==> src/rtl/seg7_pkg.sv <==
// seg7_pkg: shared definitions for the 8-digit 7-segment scan driver.
//   SEG_TABLE   : hex nibble -> active-high segments, bit order gfedcba
//   SEG_A..SEG_DP : bit positions on the segment bus
//   state_e     : scan FSM states
package seg7_pkg;

  localparam int unsigned SEG_A  = 0;
  localparam int unsigned SEG_B  = 1;
  localparam int unsigned SEG_C  = 2;
  localparam int unsigned SEG_D  = 3;
  localparam int unsigned SEG_E  = 4;
  localparam int unsigned SEG_F  = 5;
  localparam int unsigned SEG_G  = 6;
  localparam int unsigned SEG_DP = 7;

  localparam logic [6:0] SEG_TABLE [16] = '{
    7'h3F, 7'h06, 7'h5B, 7'h4F, 7'h66, 7'h6D, 7'h7D, 7'h07,
    7'h7F, 7'h6F, 7'h77, 7'h7C, 7'h39, 7'h5E, 7'h79, 7'h71
  };

  typedef enum logic [1:0] {
    ST_LOAD  = 2'd0,
    ST_BLANK = 2'd1,
    ST_ON    = 2'd2
  } state_e;

endpackage

==> src/rtl/seg7_scan8_if.sv <==
// seg7_scan8_if: display data in and scan drive out for seg7_scan8.
//   digits     : eight hex nibbles, nibble i = digit i
//   dp_mask    : per-digit decimal point
//   blank_mask : per-digit force-dark
//   brightness : PWM level, 0 = 1/16 .. 15 = 16/16
//   dataout    : segment bus (bit0..6 = a..g, bit7 = dp)
//   en         : digit enables
//   frame_tick : one-cycle pulse at frame load
// master = upstream sequencer, slave = scan driver.
interface seg7_scan8_if;
  logic [31:0] digits;
  logic [7:0]  dp_mask;
  logic [7:0]  blank_mask;
  logic [3:0]  brightness;
  logic [7:0]  dataout;
  logic [7:0]  en;
  logic        frame_tick;

  modport master (
    output digits, dp_mask, blank_mask, brightness,
    input  dataout, en, frame_tick
  );

  modport slave (
    input  digits, dp_mask, blank_mask, brightness,
    output dataout, en, frame_tick
  );
endinterface

==> src/rtl/seg7_decode.sv <==
// seg7_decode: combinational hex nibble to active-high gfedcba segments.
//   nibble_i : hex code
//   seg_o    : segments a..g in bits 0..6, no polarity or dp applied
module seg7_decode
  import seg7_pkg::*;
(
  input  logic [3:0] nibble_i,
  output logic [6:0] seg_o
);

  assign seg_o = SEG_TABLE[nibble_i];

endmodule

==> src/rtl/seg7_scan8.sv <==
// seg7_scan8: eight-digit multiplexed 7-segment scan driver.
//   clk     : system clock
//   rst     : synchronous active-high reset
//   scan_if : seg7_scan8_if.slave (display inputs, segment/enable outputs)
// Each frame is one LOAD cycle that snapshots the inputs, followed by eight
// digit slots of BLANK_CYCLES dead time plus ON_LEN lit time. During ON the
// lit time is split into 16 PWM sub-slots; the digit is enabled for sub-slots
// 0..brightness. All outputs are registered.
module seg7_scan8
  import seg7_pkg::*;
#(
  parameter int unsigned CLK_DIV        = 8192,
  parameter int unsigned BLANK_CYCLES   = 64,
  parameter bit          SEG_ACTIVE_LOW = 1'b1,
  parameter bit          EN_ACTIVE_LOW  = 1'b1
) (
  input  logic         clk,
  input  logic         rst,
  seg7_scan8_if.slave  scan_if
);

  localparam int unsigned ON_LEN = CLK_DIV - BLANK_CYCLES;
  localparam int unsigned SLOT   = ON_LEN / 16;
  localparam int          CW     = $clog2(CLK_DIV);
  localparam int          SW     = (SLOT > 1) ? $clog2(SLOT) : 1;

  localparam logic [CW-1:0] BLANK_LAST = CW'(BLANK_CYCLES - 1);
  localparam logic [CW-1:0] ON_LAST    = CW'(ON_LEN - 1);
  localparam logic [SW-1:0] SUB_LAST   = SW'(SLOT - 1);

  localparam logic [7:0] SEG_OFF = SEG_ACTIVE_LOW ? 8'hFF : 8'h00;
  localparam logic [7:0] EN_OFF  = EN_ACTIVE_LOW  ? 8'hFF : 8'h00;

  state_e        state_q, state_d;
  logic [2:0]    idx_q, idx_d;
  logic [CW-1:0] cnt_q, cnt_d;
  // sub_q/slot_q track cnt/SLOT incrementally so no divider is needed
  logic [SW-1:0] sub_q, sub_d;
  logic [3:0]    slot_q, slot_d;

  logic [31:0]   sh_digits_q, sh_digits_d;
  logic [7:0]    sh_dp_q, sh_dp_d;
  logic [7:0]    sh_blank_q, sh_blank_d;
  logic [3:0]    sh_bright_q, sh_bright_d;

  logic          frame_tick_q, frame_tick_d;
  logic [7:0]    en_q, en_d;
  logic [7:0]    seg_q, seg_d;

  logic [6:0]    dec_seg;
  logic          lit;
  logic [7:0]    en_act;
  logic [7:0]    seg_act;

  // Decode from the shadow using the next digit index so the registered
  // segment value lines up with the registered enable.
  seg7_decode u_decode (
    .nibble_i (sh_digits_q[{idx_d, 2'b00} +: 4]),
    .seg_o    (dec_seg)
  );

  always_comb begin
    state_d      = state_q;
    idx_d        = idx_q;
    cnt_d        = cnt_q;
    sub_d        = sub_q;
    slot_d       = slot_q;
    sh_digits_d  = sh_digits_q;
    sh_dp_d      = sh_dp_q;
    sh_blank_d   = sh_blank_q;
    sh_bright_d  = sh_bright_q;
    frame_tick_d = 1'b0;

    unique case (state_q)
      ST_LOAD: begin
        if (!frame_tick_q) begin
          // Reset leaves LOAD pending: announce it with frame_tick first,
          // then perform the actual load on the following edge.
          frame_tick_d = 1'b1;
        end else begin
          sh_digits_d = scan_if.digits;
          sh_dp_d     = scan_if.dp_mask;
          sh_blank_d  = scan_if.blank_mask;
          sh_bright_d = scan_if.brightness;
          idx_d       = 3'd0;
          cnt_d       = '0;
          state_d     = ST_BLANK;
        end
      end
      ST_BLANK: begin
        if (cnt_q == BLANK_LAST) begin
          cnt_d   = '0;
          sub_d   = '0;
          slot_d  = 4'd0;
          state_d = ST_ON;
        end else begin
          cnt_d = cnt_q + CW'(1);
        end
      end
      ST_ON: begin
        if (cnt_q == ON_LAST) begin
          cnt_d = '0;
          if (idx_q == 3'd7) begin
            state_d      = ST_LOAD;
            frame_tick_d = 1'b1;
          end else begin
            idx_d   = idx_q + 3'd1;
            state_d = ST_BLANK;
          end
        end else begin
          cnt_d = cnt_q + CW'(1);
          if (sub_q == SUB_LAST) begin
            sub_d  = '0;
            slot_d = slot_q + 4'd1;
          end else begin
            sub_d = sub_q + SW'(1);
          end
        end
      end
      default: begin
        state_d = ST_LOAD;
      end
    endcase

    lit     = (state_d == ST_ON) && (slot_d <= sh_bright_q) && !sh_blank_q[idx_d];
    en_act  = lit ? (8'h01 << idx_d) : 8'h00;
    seg_act = 8'h00;
    if (lit) begin
      seg_act[6:0]    = dec_seg;
      seg_act[SEG_DP] = sh_dp_q[idx_d];
    end
    en_d  = en_act ^ EN_OFF;
    seg_d = seg_act ^ SEG_OFF;
  end

  always_ff @(posedge clk) begin
    if (rst) begin
      state_q      <= ST_LOAD;
      idx_q        <= 3'd0;
      cnt_q        <= '0;
      sub_q        <= '0;
      slot_q       <= 4'd0;
      sh_digits_q  <= 32'h0;
      sh_dp_q      <= 8'h00;
      sh_blank_q   <= 8'h00;
      sh_bright_q  <= 4'h0;
      frame_tick_q <= 1'b0;
      en_q         <= EN_OFF;
      seg_q        <= SEG_OFF;
    end else begin
      state_q      <= state_d;
      idx_q        <= idx_d;
      cnt_q        <= cnt_d;
      sub_q        <= sub_d;
      slot_q       <= slot_d;
      sh_digits_q  <= sh_digits_d;
      sh_dp_q      <= sh_dp_d;
      sh_blank_q   <= sh_blank_d;
      sh_bright_q  <= sh_bright_d;
      frame_tick_q <= frame_tick_d;
      en_q         <= en_d;
      seg_q        <= seg_d;
    end
  end

  assign scan_if.frame_tick = frame_tick_q;
  assign scan_if.en         = en_q;
  assign scan_if.dataout    = seg_q;

endmodule

==> src/flat_wrapper.sv <==
// flat-port wrapper written by rule: the top's interface ports become plain ports
module seg7_scan8_flat import seg7_pkg::*;
#(
  parameter int unsigned CLK_DIV        = 8192,
  parameter int unsigned BLANK_CYCLES   = 64,
  parameter bit          SEG_ACTIVE_LOW = 1'b1,
  parameter bit          EN_ACTIVE_LOW  = 1'b1
)
  (clk, rst, scan_if_digits, scan_if_dp_mask, scan_if_blank_mask, scan_if_brightness, scan_if_dataout, scan_if_en, scan_if_frame_tick);
  seg7_scan8_if scan_if_i ();
  input  logic clk;
  input  logic rst;
  input wire logic [$bits(scan_if_i.digits)-1:0] scan_if_digits;
  input wire logic [$bits(scan_if_i.dp_mask)-1:0] scan_if_dp_mask;
  input wire logic [$bits(scan_if_i.blank_mask)-1:0] scan_if_blank_mask;
  input wire logic [$bits(scan_if_i.brightness)-1:0] scan_if_brightness;
  output wire logic [$bits(scan_if_i.dataout)-1:0] scan_if_dataout;
  output wire logic [$bits(scan_if_i.en)-1:0] scan_if_en;
  output wire logic [$bits(scan_if_i.frame_tick)-1:0] scan_if_frame_tick;
  assign scan_if_i.digits = scan_if_digits;
  assign scan_if_i.dp_mask = scan_if_dp_mask;
  assign scan_if_i.blank_mask = scan_if_blank_mask;
  assign scan_if_i.brightness = scan_if_brightness;
  assign scan_if_dataout = scan_if_i.dataout;
  assign scan_if_en = scan_if_i.en;
  assign scan_if_frame_tick = scan_if_i.frame_tick;
  seg7_scan8 #(.CLK_DIV(CLK_DIV), .BLANK_CYCLES(BLANK_CYCLES), .SEG_ACTIVE_LOW(SEG_ACTIVE_LOW), .EN_ACTIVE_LOW(EN_ACTIVE_LOW)) u_core (.clk(clk), .rst(rst), .scan_if(scan_if_i));
endmodule
==> config.mk <==
export PLATFORM = sky130hd
export DESIGN_NAME = seg7_scan8_flat
export DESIGN_NICKNAME = d
export VERILOG_FILES = /design/src/rtl/seg7_pkg.sv /design/src/rtl/seg7_scan8_if.sv /design/src/rtl/seg7_decode.sv /design/src/rtl/seg7_scan8.sv /design/src/flat_wrapper.sv
export SDC_FILE = /design/constraint.sdc
export NUM_CORES = 1
export LEC_CHECK = 0
export BUFFER_PORTS_ARGS = -buffer_cell sky130_fd_sc_hd__clkbuf_2
export CAP_MARGIN = 20
export CORE_ASPECT_RATIO = 0.8
export CORE_MARGIN = 2
export CORE_UTILIZATION = 50
export DETAILED_ROUTE_END_ITERATION = 10
export PLACE_DENSITY = 0.8
export SYNTH_ARGS = -nofsm -noshare
export SYNTH_HDL_FRONTEND = slang
export SYNTH_HIERARCHICAL = 1
export SYNTH_SLANG_ARGS = --single-unit
==> constraint.sdc <==
create_clock -name clk -period 5.3 [get_ports clk]
set_input_delay 0.795 -clock clk [delete_from_list [all_inputs] [get_ports clk]]
set_output_delay 0.795 -clock clk [all_outputs]
set_load 0.03 [all_outputs]
==> flow_summary_export.csv <==
group,metric,value,unit
clock_tree,clk-insertion-delay-late,0.35,ns
worst_setup_path,end_kind,"flop",
drt,routed_wl,11760,um
synthesis,syn_nets,667,
clock_tree,cts_buffer_depth,2,
die,ioPinCount,71,
placement,port_buffers,70,
worst_setup_path,cp.arrival,4.64,ns
sta,finalCritPeriodShare,0.8206,
drt,wl_per_cell,15.22,um
synthesis,synth_top_family_by_area,"simple AND/OR/NAND/NOR gates",
synthesis,yosys_warnings,6,
cells_and_area,syn2layout_area_growth,14.80,%
synthesis,syn_avg_cell_area,8.252,sq um
worst_setup_path,cpPeakStageDelay,0.64,ns
clock_tree,cts_resized,0,
sta,min_period,4.349,ns
synthesis,synth_compound_area_frac,0.1560,
clock_tree,postCtsHoldBufs,0,
worst_setup_path,reg2reg_setup_slack,0.95,ns
global_routing,grt_first_pass_wirelength,19460,um
worst_setup_path,cp-start-kind,"flop",
sta,max_slew_margin,0.3261,
clock_tree,cts_max_level,3,
synthesis,yosys_most_used_dff,"dfxtp_1",
sta,clock_skew,0.009584,ns
clock_tree,cts_tree,"done",
die,core_area,0.009569,sq mm
cells_and_area,drive_gt1_frac,0.1789,
synthesis,synthAdderAreaFrac,0.05114,
synthesis,synth_area,0.004893,sq mm
drt,vias,4337,
clock_tree,cts-root-buf,"clkbuf_16",
placement,gp_congestion,0.9140,
sta,tns,0,ns
synthesis,synth_xor_area_frac,0.03580,
sta,rsz0062_at_grt,"no",
synthesis,async_flop_share,0,
global_routing,grt_max_degree,76,
worst_setup_path,cp_top_family,"compound AO/OA/AOI/OAI gates",
sta,hold_viol,0,
global_routing,antenna_found_initial,0,
power,p_total,0.001752,W
worst_setup_path,required,5.59,ns
synthesis,synth-edff-count,0,
die,die_w,114.6,um
global_routing,track_usage,0.2289,
sta,worst_pin_slew,1.011,ns
worst_setup_path,critPathMaxFanout,22,
worst_setup_path,cp.buffers_inverters,2,
global_routing,grt_pass1_vias,4041,
synthesis,ys_ff_latch,100,
synthesis,ys_seq_area_frac,0.4091,
flow_run,drv_cap,0,
clock_tree,path_clk_slew,0.07,ns
power,power.density,311.9,mW/mm^2
sta,report.final.setup_viol,0,
power,p_leak,2.206,nW
drt,route.detailed.drc,0,
worst_setup_path,crit_path_top_delay_cell,"nand2_1",
hold_path,min_path_type,"flop to flop",
drt,first_pass_iters,5,
die,start_util,0.5114,
die,die-area,0.01060,sq mm
sta,max_freq,229.9,MHz
drt,vias_per_cell,5.611,
synthesis,synth_cell_types,65,
sta,hold_slack,0.4568,ns
status,outcome,"completed",
drt,antenna_left,0,
clock_tree,post-cts-setup-buffers,0,
cells_and_area,nets,723,
clock_tree,cts_made_buffers,9,
sta,maxSlewViolCount,0,
die,rows,32,
worst_setup_path,worstPathCellList,"inv_1 > ha_1 > nand2_1 > nor2_1 > o32ai_1 > o21a_1 > nand2_1 > o2111ai_1 > a21boi_0 > inv_1 > ha_1 > mux4_1 > nand3b_1",
power,peakVddDrop,190.7,uV
synthesis,synth_simple_gate_area_frac,0.2536,
die,dieHeight,92.49,um
synthesis,syn_inst,593,
global_routing,grt_overflow_total,0,
worst_setup_path,crit_type,"flop to flop",
clock_tree,cts.sinks,100,
synthesis,synthMuxAreaShare,0.05395,
placement,hpwl,8472,um
drt,drt_iter0_markers,413,
cells_and_area,antennaDiodeCount,0,
## kinds of logic after synthesis
logic type                 count (synthesis)
AOI/OAI and AO/OA                        119
xor gates and xnor gates                  20
adders and majority gates                 20
buffers and inverters                     48
DFF                                      100
muxes                                     22
and+or+nand+nor                          264
## state kept, by name, summed over array words and instances (netlist names)
name                       flops
u_core/state_q                 2
u_core/scan_if.dataout         8
u_core/scan_if.en              8
u_core/sub_q                   9
u_core/sh_digits_q            32
u_core/sh_blank_q              8
u_core/scan_if.frame_tick      1
u_core/idx_q                   3
u_core/slot_q                  4
u_core/sh_dp_q                 8
u_core/cnt_q                  13
u_core/sh_bright_q             4
## per-layer routing
layer,GRT usage,up-vias,part of all wire
li1,-,2146,-
met5,0,-,0
met3,0.05825,14,0.075
met2,0.3402,146,0.44
met1,0.3265,2031,0.48
met4,0.06606,0,0.012
## through the flow
| stage | area, sq um | utilization | cells | worst slack, ns |
|---|---|---|---|---|
| after detailed placement | 5291 | 0.5530 | 755 | 0.8489 |
| final | 5618 | 0.5871 | 773 | 0.9508 |
| after global routing | 5618 | 0.5871 | 773 | 0.6826 |
| after CTS | 5599 | 0.5851 | 771 | 0.8298 |
| after floorplan | 4893 | - | 593 | 1.762 |
| after global placement | 5291 | 0.5530 | 755 | 1.130 |
## worst register-to-register path: stages, from the launching register on
cell and delay, ns:
dfxtp_1 0.40, inv_1 0.12, ha_1 0.27, nand2_1 0.64
nor2_1 0.17, o32ai_1 0.33, o21a_1 0.45, nand2_1 0.10
o2111ai_1 0.10, a21boi_0 0.51, inv_1 0.22, ha_1 0.38
mux4_1 0.51, nand3b_1 0.10
## power by group
part           switching [W]  leakage (nW)  total [W]  internal (W)
Combinational       0.000155          1.24   0.000250     0.0000945
Sequential         0.0000299         0.813   0.000824      0.000794
Clock               0.000305         0.150   0.000679      0.000374
Total               0.000490          2.21    0.00175       0.00126
## cells in the mapped netlist (3+ instances only)
library cell / instances / area share
nor2_1: 40 / 0.031
nor3_1: 5 / 0.0051
nand3_1: 14 / 0.014
nand2_1: 149 / 0.11
xor2_1: 15 / 0.027
a22oi_1: 3 / 0.0046
clkbuf_1: 25 / 0.019
xnor2_1: 5 / 0.0089
a222oi_1: 4 / 0.0082
nor2b_1: 10 / 0.013
mux2i_1: 8 / 0.016
mux2_2: 12 / 0.028
nand4_1: 8 / 0.010
and2_1: 8 / 0.010
a211oi_1: 4 / 0.0061
o41ai_1: 3 / 0.0054
o21ai_0: 10 / 0.010
a21oi_1: 60 / 0.061
o21a_1: 4 / 0.0061
dfxtp_1: 100 / 0.41
nand2b_1: 4 / 0.0051
nand4b_1: 3 / 0.0054
ha_1: 20 / 0.051
inv_1: 18 / 0.014
nand3b_1: 6 / 0.0092
## cells in the final DEF, fill, tap and decap left out, drive strengths merged, types with 5 or more instances in the layout
cell type and instances:
nand3 14, nor3 5, and2 8, ha 20
mux2 12, buf 5, inv 21, nand4 8
dfxtp 100, nor2 40, mux2i 8, xnor2 5
nand3b 6, clkbuf 79, nor2b 10, nand2 149
o21ai 10, xor2 15, a21oi 61
## final timing paths
check | start | end | cells past startpoint
worst min register to register | u_core/sh_bright_q[3]$_SDFFE_PP0P_ | u_core/sh_bright_q[3]$_SDFFE_PP0P_ | 2
worst max register to register | u_core/state_q[1]$_SDFF_PP0_ | u_core/scan_if.dataout[3]$_SDFF_PP1_ | 13
worst min-delay path | u_core/sh_bright_q[3]$_SDFFE_PP0P_ | u_core/sh_bright_q[3]$_SDFFE_PP0P_ | 2
worst max-delay path | u_core/state_q[1]$_SDFF_PP0_ | u_core/scan_if.dataout[3]$_SDFF_PP1_ | 13
## final cells by class
class / count / area, sq um
Clock buffer: 9 / 225.2
Inverter: 18 / 67.56
Tap cell: 119 / 148.9
Timing Repair Buffer: 75 / 391.6
Clock inverter: 7 / 82.58
Fill cell: 834 / 3951
Sequential cell: 100 / 2002
Multi-Input combinational cell: 445 / 2700
Power figures use the tool's default switching activity.
